<file path="src/rtl/sseg_pkg.sv">
// Shared types, constants and the leading-zero enable rule for the seven-segment scan controller.
package sseg_pkg;

  typedef enum logic {S_BLANK, S_SHOW} scan_state_t;

  localparam logic [6:0] SSEG_BLANK = 7'h7F;
  localparam int         MAX_DIGITS = 16;
  localparam int         SEL_W      = $clog2(MAX_DIGITS);

  // A digit is lit when enabled, unless it is a zero with only zeros above it (digit 0 always shows).
  function automatic logic digit_enabled(input logic [4*MAX_DIGITS-1:0] value,
                                         input logic [MAX_DIGITS-1:0]   en,
                                         input logic                    lz,
                                         input logic [SEL_W-1:0]        sel);
    logic above_zero;
    above_zero = 1'b1;
    for (int i = 0; i < MAX_DIGITS; i++) begin
      if ((SEL_W'(i) > sel) && (value[4*i +: 4] != 4'h0)) above_zero = 1'b0;
    end
    return en[sel] && !(lz && (sel != '0) && above_zero && (value[{sel, 2'b00} +: 4] == 4'h0));
  endfunction

endpackage

</file>
<file path="src/rtl/sseg_scan_ctrl_hex2sseg.sv">
// Shared hex-to-segment decoder; active-low {g..a}, fully blank when not enabled.
module hex2sseg
  import sseg_pkg::*;
(
  input  logic [3:0] nibble,
  input  logic       en,
  output logic [6:0] seg
);

  // NOTE: every output of a combinational block gets a default first, so no path can infer a latch.
  always_comb begin
    seg = SSEG_BLANK;
    if (en) begin
      case (nibble)
        4'h0: seg = 7'h40;
        4'h1: seg = 7'h79;
        4'h2: seg = 7'h24;
        4'h3: seg = 7'h30;
        4'h4: seg = 7'h19;
        4'h5: seg = 7'h12;
        4'h6: seg = 7'h02;
        4'h7: seg = 7'h78;
        4'h8: seg = 7'h00;
        4'h9: seg = 7'h10;
        4'hA: seg = 7'h08;
        4'hB: seg = 7'h03;
        4'hC: seg = 7'h46;
        4'hD: seg = 7'h21;
        4'hE: seg = 7'h06;
        4'hF: seg = 7'h0E;
        default: seg = SSEG_BLANK;
      endcase
    end
  end

endmodule

</file>
<file path="src/rtl/sseg_scan_ctrl.sv">
// Multiplexed seven-segment scanner: blank/show per digit, frame-boundary commit of double-buffered data.
module sseg_scan_ctrl
  import sseg_pkg::*;
#(
  parameter int NUM_DIGITS   = 4,
  parameter int DIV          = 100000,
  parameter int BLANK_CYCLES = 16
) (
  input  logic                    clk,
  input  logic                    rst_n,
  input  logic                    load,
  input  logic [4*NUM_DIGITS-1:0] value,
  input  logic [NUM_DIGITS-1:0]   digit_en,
  input  logic                    lz_suppress,
  output logic [NUM_DIGITS-1:0]   an,
  output logic [6:0]              sseg,
  output logic                    frame_done,
  output logic                    load_ack
);

  localparam int CNT_MAX = (DIV > BLANK_CYCLES) ? DIV : BLANK_CYCLES;
  localparam int CNT_W   = $clog2(CNT_MAX + 1);
  localparam int IDX_W   = (NUM_DIGITS > 1) ? $clog2(NUM_DIGITS) : 1;

  localparam logic [CNT_W-1:0] SHOW_LAST  = CNT_W'(DIV - 1);
  localparam logic [CNT_W-1:0] BLANK_LAST = CNT_W'(BLANK_CYCLES - 1);
  localparam logic [IDX_W-1:0] IDX_LAST   = IDX_W'(NUM_DIGITS - 1);

  scan_state_t       state, state_nx;
  logic [IDX_W-1:0]  idx, idx_nx;
  logic [CNT_W-1:0]  cnt, cnt_nx;
  logic              frame_end_nx;

  logic [4*NUM_DIGITS-1:0] act_val, pend_val;
  logic [NUM_DIGITS-1:0]   act_en, pend_en;
  logic                    act_lz, pend_lz, pend_valid;

  logic [4*MAX_DIGITS-1:0] val_ext;
  logic [MAX_DIGITS-1:0]   en_ext;
  logic                    cur_en;
  logic [6:0]              dec_seg;

  always_comb begin
    state_nx = state;
    idx_nx   = idx;
    cnt_nx   = cnt + 1'b1;
    case (state)
      S_BLANK: begin
        if (cnt == BLANK_LAST) begin
          state_nx = S_SHOW;
          cnt_nx   = '0;
        end
      end
      S_SHOW: begin
        if (cnt == SHOW_LAST) begin
          state_nx = S_BLANK;
          cnt_nx   = '0;
          idx_nx   = (idx == IDX_LAST) ? '0 : idx + 1'b1;
        end
      end
      default: begin
        state_nx = S_BLANK;
        cnt_nx   = '0;
      end
    endcase
  end

  // The register update that enters the last SHOW cycle of the last digit raises frame_done.
  assign frame_end_nx = (state_nx == S_SHOW) && (cnt_nx == SHOW_LAST) && (idx == IDX_LAST);

  always_comb begin
    val_ext                   = '0;
    en_ext                    = '0;
    val_ext[4*NUM_DIGITS-1:0] = act_val;
    en_ext[NUM_DIGITS-1:0]    = act_en;
    cur_en                    = digit_enabled(val_ext, en_ext, act_lz, SEL_W'(idx));
  end

  hex2sseg u_dec (
    .nibble (act_val[{idx, 2'b00} +: 4]),
    .en     (cur_en),
    .seg    (dec_seg)
  );

  // NOTE: sequential state is written with non-blocking assignments so every register samples pre-edge values.
  always_ff @(posedge clk or negedge rst_n) begin
    if (!rst_n) begin
      state      <= S_BLANK;
      idx        <= '0;
      cnt        <= '0;
      an         <= '1;
      sseg       <= SSEG_BLANK;
      frame_done <= 1'b0;
      load_ack   <= 1'b0;
    end else begin
      state      <= state_nx;
      idx        <= idx_nx;
      cnt        <= cnt_nx;
      an         <= '1;
      sseg       <= SSEG_BLANK;
      if (state_nx == S_SHOW) begin
        an   <= ~(NUM_DIGITS'(1) << idx);
        sseg <= dec_seg;
      end
      frame_done <= frame_end_nx;
      load_ack   <= frame_end_nx && (pend_valid || load);
    end
  end

  // Commit happens on the edge that closes the frame_done cycle; a load on that same edge stays pending.
  // NOTE: the data buffers are reset too, because a reset must leave the display dark and discard queued data.
  always_ff @(posedge clk or negedge rst_n) begin
    if (!rst_n) begin
      act_val    <= '0;
      act_en     <= '0;
      act_lz     <= 1'b0;
      pend_val   <= '0;
      pend_en    <= '0;
      pend_lz    <= 1'b0;
      pend_valid <= 1'b0;
    end else begin
      if (load_ack) begin
        act_val <= pend_val;
        act_en  <= pend_en;
        act_lz  <= pend_lz;
      end
      if (load) begin
        pend_val   <= value;
        pend_en    <= digit_en;
        pend_lz    <= lz_suppress;
        pend_valid <= 1'b1;
      end else if (load_ack) begin
        pend_valid <= 1'b0;
      end
    end
  end

endmodule

</file>
<file path="config.mk">
export PLATFORM = sky130hd
export DESIGN_NAME = sseg_scan_ctrl
export DESIGN_NICKNAME = d
export VERILOG_FILES = /design/src/rtl/sseg_pkg.sv /design/src/rtl/sseg_scan_ctrl_hex2sseg.sv /design/src/rtl/sseg_scan_ctrl.sv
export SDC_FILE = /design/constraint.sdc
export NUM_CORES = 1
export LEC_CHECK = 0
export CAP_MARGIN = 10
export CORE_ASPECT_RATIO = 0.75
export CORE_MARGIN = 3
export CORE_UTILIZATION = 40
export DETAILED_ROUTE_END_ITERATION = 6
export DONT_BUFFER_PORTS = 1
export PLACE_DENSITY = 0.55
export SLEW_MARGIN = 5
export SYNTH_ARGS = -nofsm -noshare
export SYNTH_HDL_FRONTEND = slang
export SYNTH_SLANG_ARGS = --single-unit
export TNS_END_PERCENT = 20
</file>
<file path="constraint.sdc">
create_clock -name clk -period 3.2 [get_ports clk]
set_clock_uncertainty 0.2 [all_clocks]
set_input_delay 0.48 -clock clk [delete_from_list [all_inputs] [get_ports clk]]
set_output_delay 0.48 -clock clk [all_outputs]
set_load 0.05 [all_outputs]
</file>
After elaboration in Yosys (flattened, before gate mapping)

Memories as Yosys holds them, arrays and structs flattened.
Index checks and enable logic that the tools add are counted.

Memory bits (read-only): 112
Flip-flop bits (word level): 76
Memories kept: 1
Input port bits: 24
Bits in latches: 0
Bits in writable memories: 0
Output and inout bits: 13

Memory list:

| memory           | depth | bits a word | read ports | clocked after Yosys merged registers in | write ports | line                          | text |
|---|---|---|---|---|---|---|---|
| (name not given) | 16    | 7           | 1          | 0                                       | 0           | sseg_scan_ctrl_hex2sseg.sv:14 | `case (nibble)` |

Div/mod/pow operators: 0
Shift-type cells: 3
Multipliers: 0
$add $sub $neg: 2
Magnitude comparators: 4
Multiplexer cells: 17
Reductions and logical operators: 19
Equality and inequality tests: 4
Bitwise logic cells: 2

Operators by type and width:

| cell                                                                 | count |
|---|---|
| 64-bit by 5-bit indexed part select with 4-bit output                | 1 |
| 17-bit == test, second input constant                                | 2 |
| 17-bit two-way mux                                                   | 2 |
| 17-bit case mux with 2 select lines                                  | 1 |
| 17-bit by 1-bit adder with 17-bit output, second input constant      | 1 |
| 17-bit by 4-bit == test with 1-bit output, second input constant     | 1 |
| 16-bit by 5-bit indexed part select with 4-bit output                | 1 |
| 7-bit two-way mux                                                    | 2 |
| 4-bit nonzero test                                                   | 3 |
| 1-bit logical AND                                                    | 10 |
| 1-bit two-way mux                                                    | 8 |
| 2-bit by 5-bit < comparator with 1-bit output, second input constant | 1 |
| 2-bit > comparator, first input constant                             | 2 |
| 4-bit logical NOT                                                    | 1 |
| 4-bit two-way mux                                                    | 1 |
| 4-bit NOT                                                            | 1 |
| 2-bit nonzero test                                                   | 2 |
| 1-bit by 2-bit left shift with 4-bit output, first input constant    | 1 |
| 2-bit by 1-bit adder with 2-bit output, second input constant        | 1 |
| 1-bit binary-select mux with 2-bit select                            | 1 |
| 2-bit == test, second input constant                                 | 1 |
| 1-bit by 2-bit > comparator with 1-bit output, first input constant  | 1 |
| 2-bit two-way mux                                                    | 1 |
| 1-bit case mux with 2 select lines                                   | 1 |
| 4 further kinds                                                      | 4 |

Logic depth before layout (Yosys ltp)

Gate-level depths: netlist of run 1.

Depth after elaboration: 11
Gate-level depth with buffers: 9
Depth with buffers taken out: 8

Hierarchy

Synthesis of run 1 repeated with hierarchy kept, for this count alone.

Cell total of the unflattened synthesis: 301
Area total of the unflattened synthesis: 3698.5 µm²

By module, submodules not included:

| module         | area each (µm²) | cells an instance | instances |
|---|---|---|---|
| sseg_scan_ctrl | 3394.5          | 264               | 1 |
| hex2sseg       | 304.0           | 37                | 1 |

Least setup slack after synthesis of run 1

OpenSTA, ideal clock, no wires.

Path type: register to register
From: register idx[1]
To: register sseg[4]
Library setup time: 0.086 ns
Stages on the path, launching flop included: 10
Data arrival time: 2.163 ns
Setup slack: 0.751 ns
Required time: 2.914 ns
Cell sequence: dfrtp_1 -> buf_2 -> mux4_2 -> inv_1 -> ha_1 -> nand2_1 -> nor3_1 -> o21ai_0 -> o311a_4 -> o221ai_1

Word-level cells in the longest chain between the ends: 11
Elaborated cells on any way between the ends: 23
Those cells by class: 3 x order compare; 2 x shift; 7 x mux; 10 x reduce/logical; 1 x memory

RTL lines:

| item                                                      | line                          | text |
|---|---|---|
| start: declaration                                        | sseg_scan_ctrl.sv:30          | `logic [IDX_W-1:0] idx, idx_nx;` |
| start signal: assignment                                  | sseg_scan_ctrl.sv:97          | `idx <= idx_nx;` |
| branches (longest 9 deep; another with memory 16 x 7 bit) | --                            |  |
| 7-bit two-way mux *                                       | sseg_scan_ctrl_hex2sseg.sv:13 | `if (en) begin` |
| 7-bit two-way mux *                                       | sseg_scan_ctrl.sv:101         | `if (state_nx == S_SHOW) begin` |
| end signal: assignment                                    | sseg_scan_ctrl.sv:103         | `sseg <= dec_seg;` |
| end: declaration                                          | sseg_scan_ctrl.sv:16          | `output logic [6:0] sseg,` |

Mark *: on every way between the ends. The select of a mux whose other input is x is not followed.
A chain may end at the register's enable or synchronous reset.

Final worst setup path of run 1

From: register cnt[0]
To: register load_ack

Word-level cells in the longest chain between the ends: 7
Elaborated cells on any way between the ends: 13
Those cells by class: 1 x add/sub; 3 x eq/ne; 6 x mux; 3 x reduce/logical

RTL lines:

| item                                                                   | line                                       | text |
|---|---|---|
| start: declaration                                                     | sseg_scan_ctrl.sv:31                       | `logic [CNT_W-1:0] cnt, cnt_nx;` |
| start signal: assignment                                               | sseg_scan_ctrl.sv:98                       | `cnt <= cnt_nx;` |
| 17-bit by 1-bit adder with 17-bit output, or another cell as far along | sseg_scan_ctrl.sv:46                       | `cnt_nx = cnt + 1'b1;` |
| 17-bit two-way mux (on tied branches)                                  | sseg_scan_ctrl.sv:55, sseg_scan_ctrl.sv:49 |  |
| 17-bit case mux with 2 select lines                                    | sseg_scan_ctrl.sv:47                       | `case (state)` |
| 17-bit == test                                                         | sseg_scan_ctrl.sv:69                       | `assign frame_end_nx = (state_nx == S_SHOW) && (cnt_nx == SHOW_LAST) && (idx == IDX_LAST);` |
| 1-bit logical AND * (2 in series)                                      | sseg_scan_ctrl.sv:69                       |  |
| 1-bit logical AND *                                                    | sseg_scan_ctrl.sv:106                      | `load_ack <= frame_end_nx && (pend_valid \|\| load);` |
| end signal: assignment                                                 | sseg_scan_ctrl.sv:106                      |  |
| end: declaration                                                       | sseg_scan_ctrl.sv:18                       | `output logic load_ack` |

Mark *: on every way between the ends. The rest lies on a longest branch, timed or not.

==> flow_summary.ini, run 1 <==
[run_status]
status = complete, no violations

[detailed_routing]
wl_per_cell_um = 16.23
drt_pass1_iterations = 4
drt-initial-drc-count = 124
ant_nets = 0
wl_met1_um = 3428
wl_met2_um = 2616
top_layer = met4
drc_errors = 0
wl_um = 6476
vias = 2103
via_per_inst = 5.271
wl_met3_um = 342

[worst_setup_path]
endpoint = load_ack
reg2reg_slack_ns = 0.48
crit_fanout = 9
cp.required_ns = 3.27
cp-startpoint = cnt[0]
start_kind = flop
rr_worst_depth = 7
cp_data_arrival_time_ns = 2.79
r2r-end = load_ack
r2r_start = cnt[0]
path_class = flop to flop
end_kind = flop

[pwr]
p_int_mw = 1.820
swShare_pct = 18.46
leakage_nw = 1.727
clkPwrFrac_pct = 52.7
total_power_mw = 2.232
p_per_area_mw_per_mm2 = 552.1
p_seq_share_pct = 44.9
p_switching_uw = 411.9
ir_worst_vdd_mv = 0.3275
pwr-share-comb_pct = 2.3

[cts]
ctsResizeCount = 0
cts-root-buf = clkbuf_16
clkTransAtPathRegs_ns = 0.06
cts_tree = done
clk_latency_ns = 0.33
htree_levels = 3
clock_sinks = 76
cts_buffers = 9
cts_hold_buf = 2
cts.path.max_buffers = 2
cts_setup_buffers = 0

[finish]
stdcell_area_mm2 = 0.004043
register_area_mm2 = 0.001916
drive_above_1_share_pct = 31.62
fin_nets = 321
antennaDiodeCount = 0
synthToLayoutAreaGrowth_pct = 12.62
fin_util_pct = 47.01
multi_input_area_mm2 = 0.001554
final_cells = 399
fillers = 772

[floorplan]
die_w_um = 115.4
io_pins = 37
row_count = 29
die_h_um = 88.04
dieArea_mm2 = 0.01016
start_util_pct = 41.74
core_mm2 = 0.008600

[yosys]
yosysMostFrequentCell = dfrtp_1
synthArstFlopShare_pct = 100.0
ys_types = 46
yosysTopAreaCell = dfrtp_1
synth_top_cells_by_area = dfrtp_1, mux2_2, dfstp_2, ha_1, mux4_2
avgSynthCellArea_um2 = 12.51
synth-main-ff-cell = dfrtp_1
synth_edf_count = 0
yosys.area.top_type_share_pct = 45.31
syn_area_mm2 = 0.003590
synth_commonest_cells = dfrtp_1, mux2_2, nor2_1
netlist_instances = 287
yosys_warnings = 0
ys_seq_area_share_pct = 53.36
ys_seq_elements = 76
synth.net_count = 322

[timing]
grt_setup_unrepaired = false
layout_min_cycle_time_ns = 2.716
period_share_pct = 84.89
finalHoldViolCount = 0
final-setup-viol-count = 0
max_freq_mhz = 368.1
worst_pin_slew_ns = 0.5204
slew_viol_final = 0
fin_hold_ws_ns = 0.05389
relSlewSlack_pct = 64.92
fin_ws_ns = 0.4835
final.setup.tns_ns = 0

[global_route]
grt_pass1_vias = 2127
grtUsageTotal_pct = 14.01
antenna_found_initial = 0
grt_overflow = 0
grt_start_max_net_pins = 77
grt_pass1_wl_um = 10850

[place]
post-place-ws_ns = 0.5151
dp_cells = 381
hpwl_um = 4508
place_congestion = 0.8654
placed_area_mm2 = 0.003654
portBuffers = 0

[min_path]
hold_class = input port to flop

[run]
cap_violations = 0
## sequential cells by signal, summed over array words and instances, names as in the netlist
| signal | flops |
|---|---|
| pend_valid | 1 |
| pend_en | 4 |
| sseg | 7 |
| pend_val | 16 |
| frame_done | 1 |
| act_en | 4 |
| state | 1 |
| act_lz | 1 |
| idx | 2 |
| an | 4 |
| load_ack | 1 |
| cnt | 17 |
| pend_lz | 1 |
| act_val | 16 |
## cells by family after synthesis
family                     after synthesis  share of synthesized area [%]
muxes                                   51                          17.57
adders and majority gates               11                          3.834
AOI/OAI and AO/OA                       23                          5.646
buffers and inverters                   25                          3.346
xor gates and xnor gates                17                          4.148
DFF                                     76                          53.36
and+or+nand+nor                         84                          12.09
## how the worst min path moves through the flow
stage,start,endpoint,slack (ns),cells past startpoint
6_report,load,pend_valid,0.05,1
5_1_grt,load,pend_valid,0.03,1
3_5_place_dp,rst_n,cnt[2],-0.01,0
2_1_floorplan,rst_n,act_en[0],-0.02,0
4_1_cts,load,pend_valid,0.03,1
3_3_place_gp,rst_n,cnt[6],-0.01,0
## layout by cell type (no fill, tap or decap), types with 2 or more instances in the layout
cell / netlist / layout
dfrtp_1: 65 / 65
mux2_2: 46 / 46
nor2_1: 20 / 20
nand2_1: 18 / 18
nand3_1: 12 / 12
ha_1: 11 / 11
dfstp_2: 11 / 11
nor3_1: 10 / 10
xor2_1: 10 / 10
inv_1: 9 / 9
clkbuf_16: 0 / 9
xnor2_1: 7 / 7
nor4_1: 5 / 5
mux4_2: 5 / 5
nand4_1: 4 / 4
and3_1: 4 / 4
a21oi_1: 3 / 3
bufinv_16: 0 / 3
o21a_1: 2 / 2
o221ai_1: 2 / 2
nor2b_1: 2 / 2
o211ai_2: 2 / 2
a22oi_1: 2 / 2
o22ai_1: 2 / 2
or3_1: 2 / 2
clkbuf_8: 0 / 2
buf_4: 1 / 2
## final cells by class
class | count | area share, %
Sequential cell | 76 | 47.38
Multi-Input combinational cell | 186 | 38.44
Clock buffer | 12 | 6.345
Tap cell | 108 | 3.343
Clock inverter | 4 | 2.352
Timing Repair Buffer | 4 | 1.300
Inverter | 9 | 0.8357
## critical path, cell delays in order, from the launching register on
cell,delay (ns)
dfrtp_1,0.44
ha_1,0.38
nand4_1,0.27
nor3_2,0.32
nand3_1,0.12
a221o_1,0.36
nor3_1,0.32
o2111a_1,0.24
## layer usage
layer	vias to the layer above	GRT usage (%)
met4	0	5.011
met5	-	0
met1	1038	21.25
met3	10	5.110
li1	1012	-
met2	43	18.07
## power groups by stage
stage	Clock [mW]	Combinational [mW]	Sequential [mW]
2_1_floorplan	0	0.0316	1.01
3_3_place_gp	0	0.0287	1.02
3_5_place_dp	0	0.0296	1.02
4_1_cts	1.21	0.0543	1.00
5_1_grt	1.25	0.0593	1.01
6_report	1.18	0.0521	1.00
Note: power is estimated with default switching activity, not from simulation.
==> inputs of run 2 (changes only) <==
==> constraint.sdc (replaced) <==
create_clock -name clk -period 2.6 [get_ports clk]
set_clock_uncertainty 0.2 [all_clocks]
set_input_delay 0.39 -clock clk [delete_from_list [all_inputs] [get_ports clk]]
set_output_delay 0.39 -clock clk [all_outputs]
set_load 0.05 [all_outputs]
==> flow_summary.ini, run 2 (synthesis results as in run 1) <==
[place]
portBuffers = 0
place_congestion = 0.8082
placed_area_mm2 = 0.003714
hpwl_um = 4818

[global_route]
grt_overflow = 0
grtUsageTotal_pct = 14.72
antenna_found_initial = 0
grt_pass1_vias = 2148
grt_start_max_net_pins = 77
grt_pass1_wl_um = 11220

[timing]
period_share_pct = 93.10
worst_pin_slew_ns = 0.4568
max_freq_mhz = 413.1
relSlewSlack_pct = 69.21
slew_viol_final = 0
final.setup.tns_ns = 0
grt_setup_unrepaired = false
final-setup-viol-count = 0
finalHoldViolCount = 0
layout_min_cycle_time_ns = 2.421

[detailed_routing]
drt_pass1_iterations = 4
wl_um = 6962
via_per_inst = 5.160
drt-initial-drc-count = 152
vias = 2219
ant_nets = 0
drc_errors = 0
wl_per_cell_um = 16.19

[finish]
layout_commonest_cell = dfrtp_1
top_register = cnt
antennaDiodeCount = 0
final_cell_mix = dfrtp_1, mux2_2, dlygate4sd3_1
reg_top3 = cnt: 17 flops, act_val: 16 flops, pend_val: 16 flops
fin_nets = 352
synthToLayoutAreaGrowth_pct = 19.59
drive_above_1_share_pct = 31.68
stdcell_area_mm2 = 0.004293
largest_reg_flops = 17

[cts]
clk_latency_ns = 0.34
htree_levels = 3
cts-root-buf = clkbuf_16
cts_buffers = 9
cts.path.max_buffers = 2
clock_sinks = 76
cts_setup_buffers = 0
cts_tree = done
clkTransAtPathRegs_ns = 0.06

[floorplan]
core_mm2 = 0.008600
die_h_um = 88.04
die_w_um = 115.4
row_count = 29
dieArea_mm2 = 0.01016
start_util_pct = 41.74
io_pins = 37

[run]
cap_violations = 0

[pwr]
ir_worst_vdd_mv = 0.4150
p_per_area_mw_per_mm2 = 600.7
leakage_nw = 1.828

[worst_setup_path]
start_kind = flop
cp.required_ns = 2.65
path_class = flop to flop
end_kind = flop
cp_data_arrival_time_ns = 2.47
crit_fanout = 7

[min_path]
hold_class = input port to flop

[run_status]
status = complete, no violations
## run 2: changes by cell type in the layout (fill, tap and decap cells not counted), sizes merged
cell,before,now
dlygate4sd3,1,24
clkinvlp,0,3
clkbuf,12,11
buf,3,11
bufinv,3,1
## run 2: worst paths after layout
kind                            cells past startpoint  slack, ns       start          end
worst max register to register                      8       0.18      idx[1]      sseg[5]
worst max-delay path                                8       0.18      idx[1]      sseg[5]
min in group asynchronous                           2       0.39       rst_n      cnt[14]
max in group asynchronous                           2       1.48       rst_n      sseg[1]
worst min-delay path                                1       0.01        load  pend_val[1]
worst min register to register                      1       0.29  pend_valid   pend_valid
## run 2: timing repair
| action | 4_1_cts | 5_1_grt |
|---|---|---|
| gates resized for setup | 0 | 2 |
| hold buffers | 24 | 1 |
| hold endpoints to repair | 98 | 6 |
| setup endpoints to repair | 0 | 3 |
## run 2: worst max-delay path: stages, from the launching register on
cell	delay, ns
dfrtp_1	0.40
mux4_2	0.59
inv_1	0.13
ha_2	0.21
nand2_1	0.06
nor3_1	0.14
o21ai_0	0.12
o311a_4	0.38
o221ai_1	0.09
## run 2: area by class of cell
type / count / area [um2]
tap: 108 / 135.1
multi-input combinational: 186 / 1562
clock buffer: 11 / 242.7
inverter: 9 / 33.78
fill: 770 / 4307
timing repair buffer: 35 / 342.8
clock inverter: 5 / 61.31
sequential: 76 / 1916
## run 2: where the power goes
group	leakage (nW)	switching [mW]	total, mW	internal [mW]
Combinational	0.734	0.0375	0.0949	0.0573
Sequential	0.956	0.0184	1.24	1.22
Clock	0.138	0.478	1.25	0.770
Total	1.83	0.534	2.58	2.04
## run 2: layer usage
layer / wire [um] / vias to the layer above / track usage (%)
met5: 0 / - / 0
met4: 71 / 0 / 4.158
met3: 398 / 9 / 6.008
met2: 2786 / 47 / 18.64
met1: 3707 / 1078 / 22.64
li1: - / 1085 / -
## run 2: stage by stage
stage | setup WS [ns] | hold slack, ns | utilization (%) | power, mW | cells
CTS | 0.1133 | 0.0002612 | 49.72 | 2.613 | 429
detailed placement | 0.1322 | -0.1031 | 43.18 | 1.293 | 389
global placement | 0.1351 | -0.1029 | 43.18 | 1.291 | 389
floorplan | 0.1510 | -0.1056 | - | 1.286 | 287
global route | 0.01727 | 0.0004128 | 49.92 | 2.678 | 430
finish | 0.1793 | 0.009597 | 49.92 | 2.579 | 430
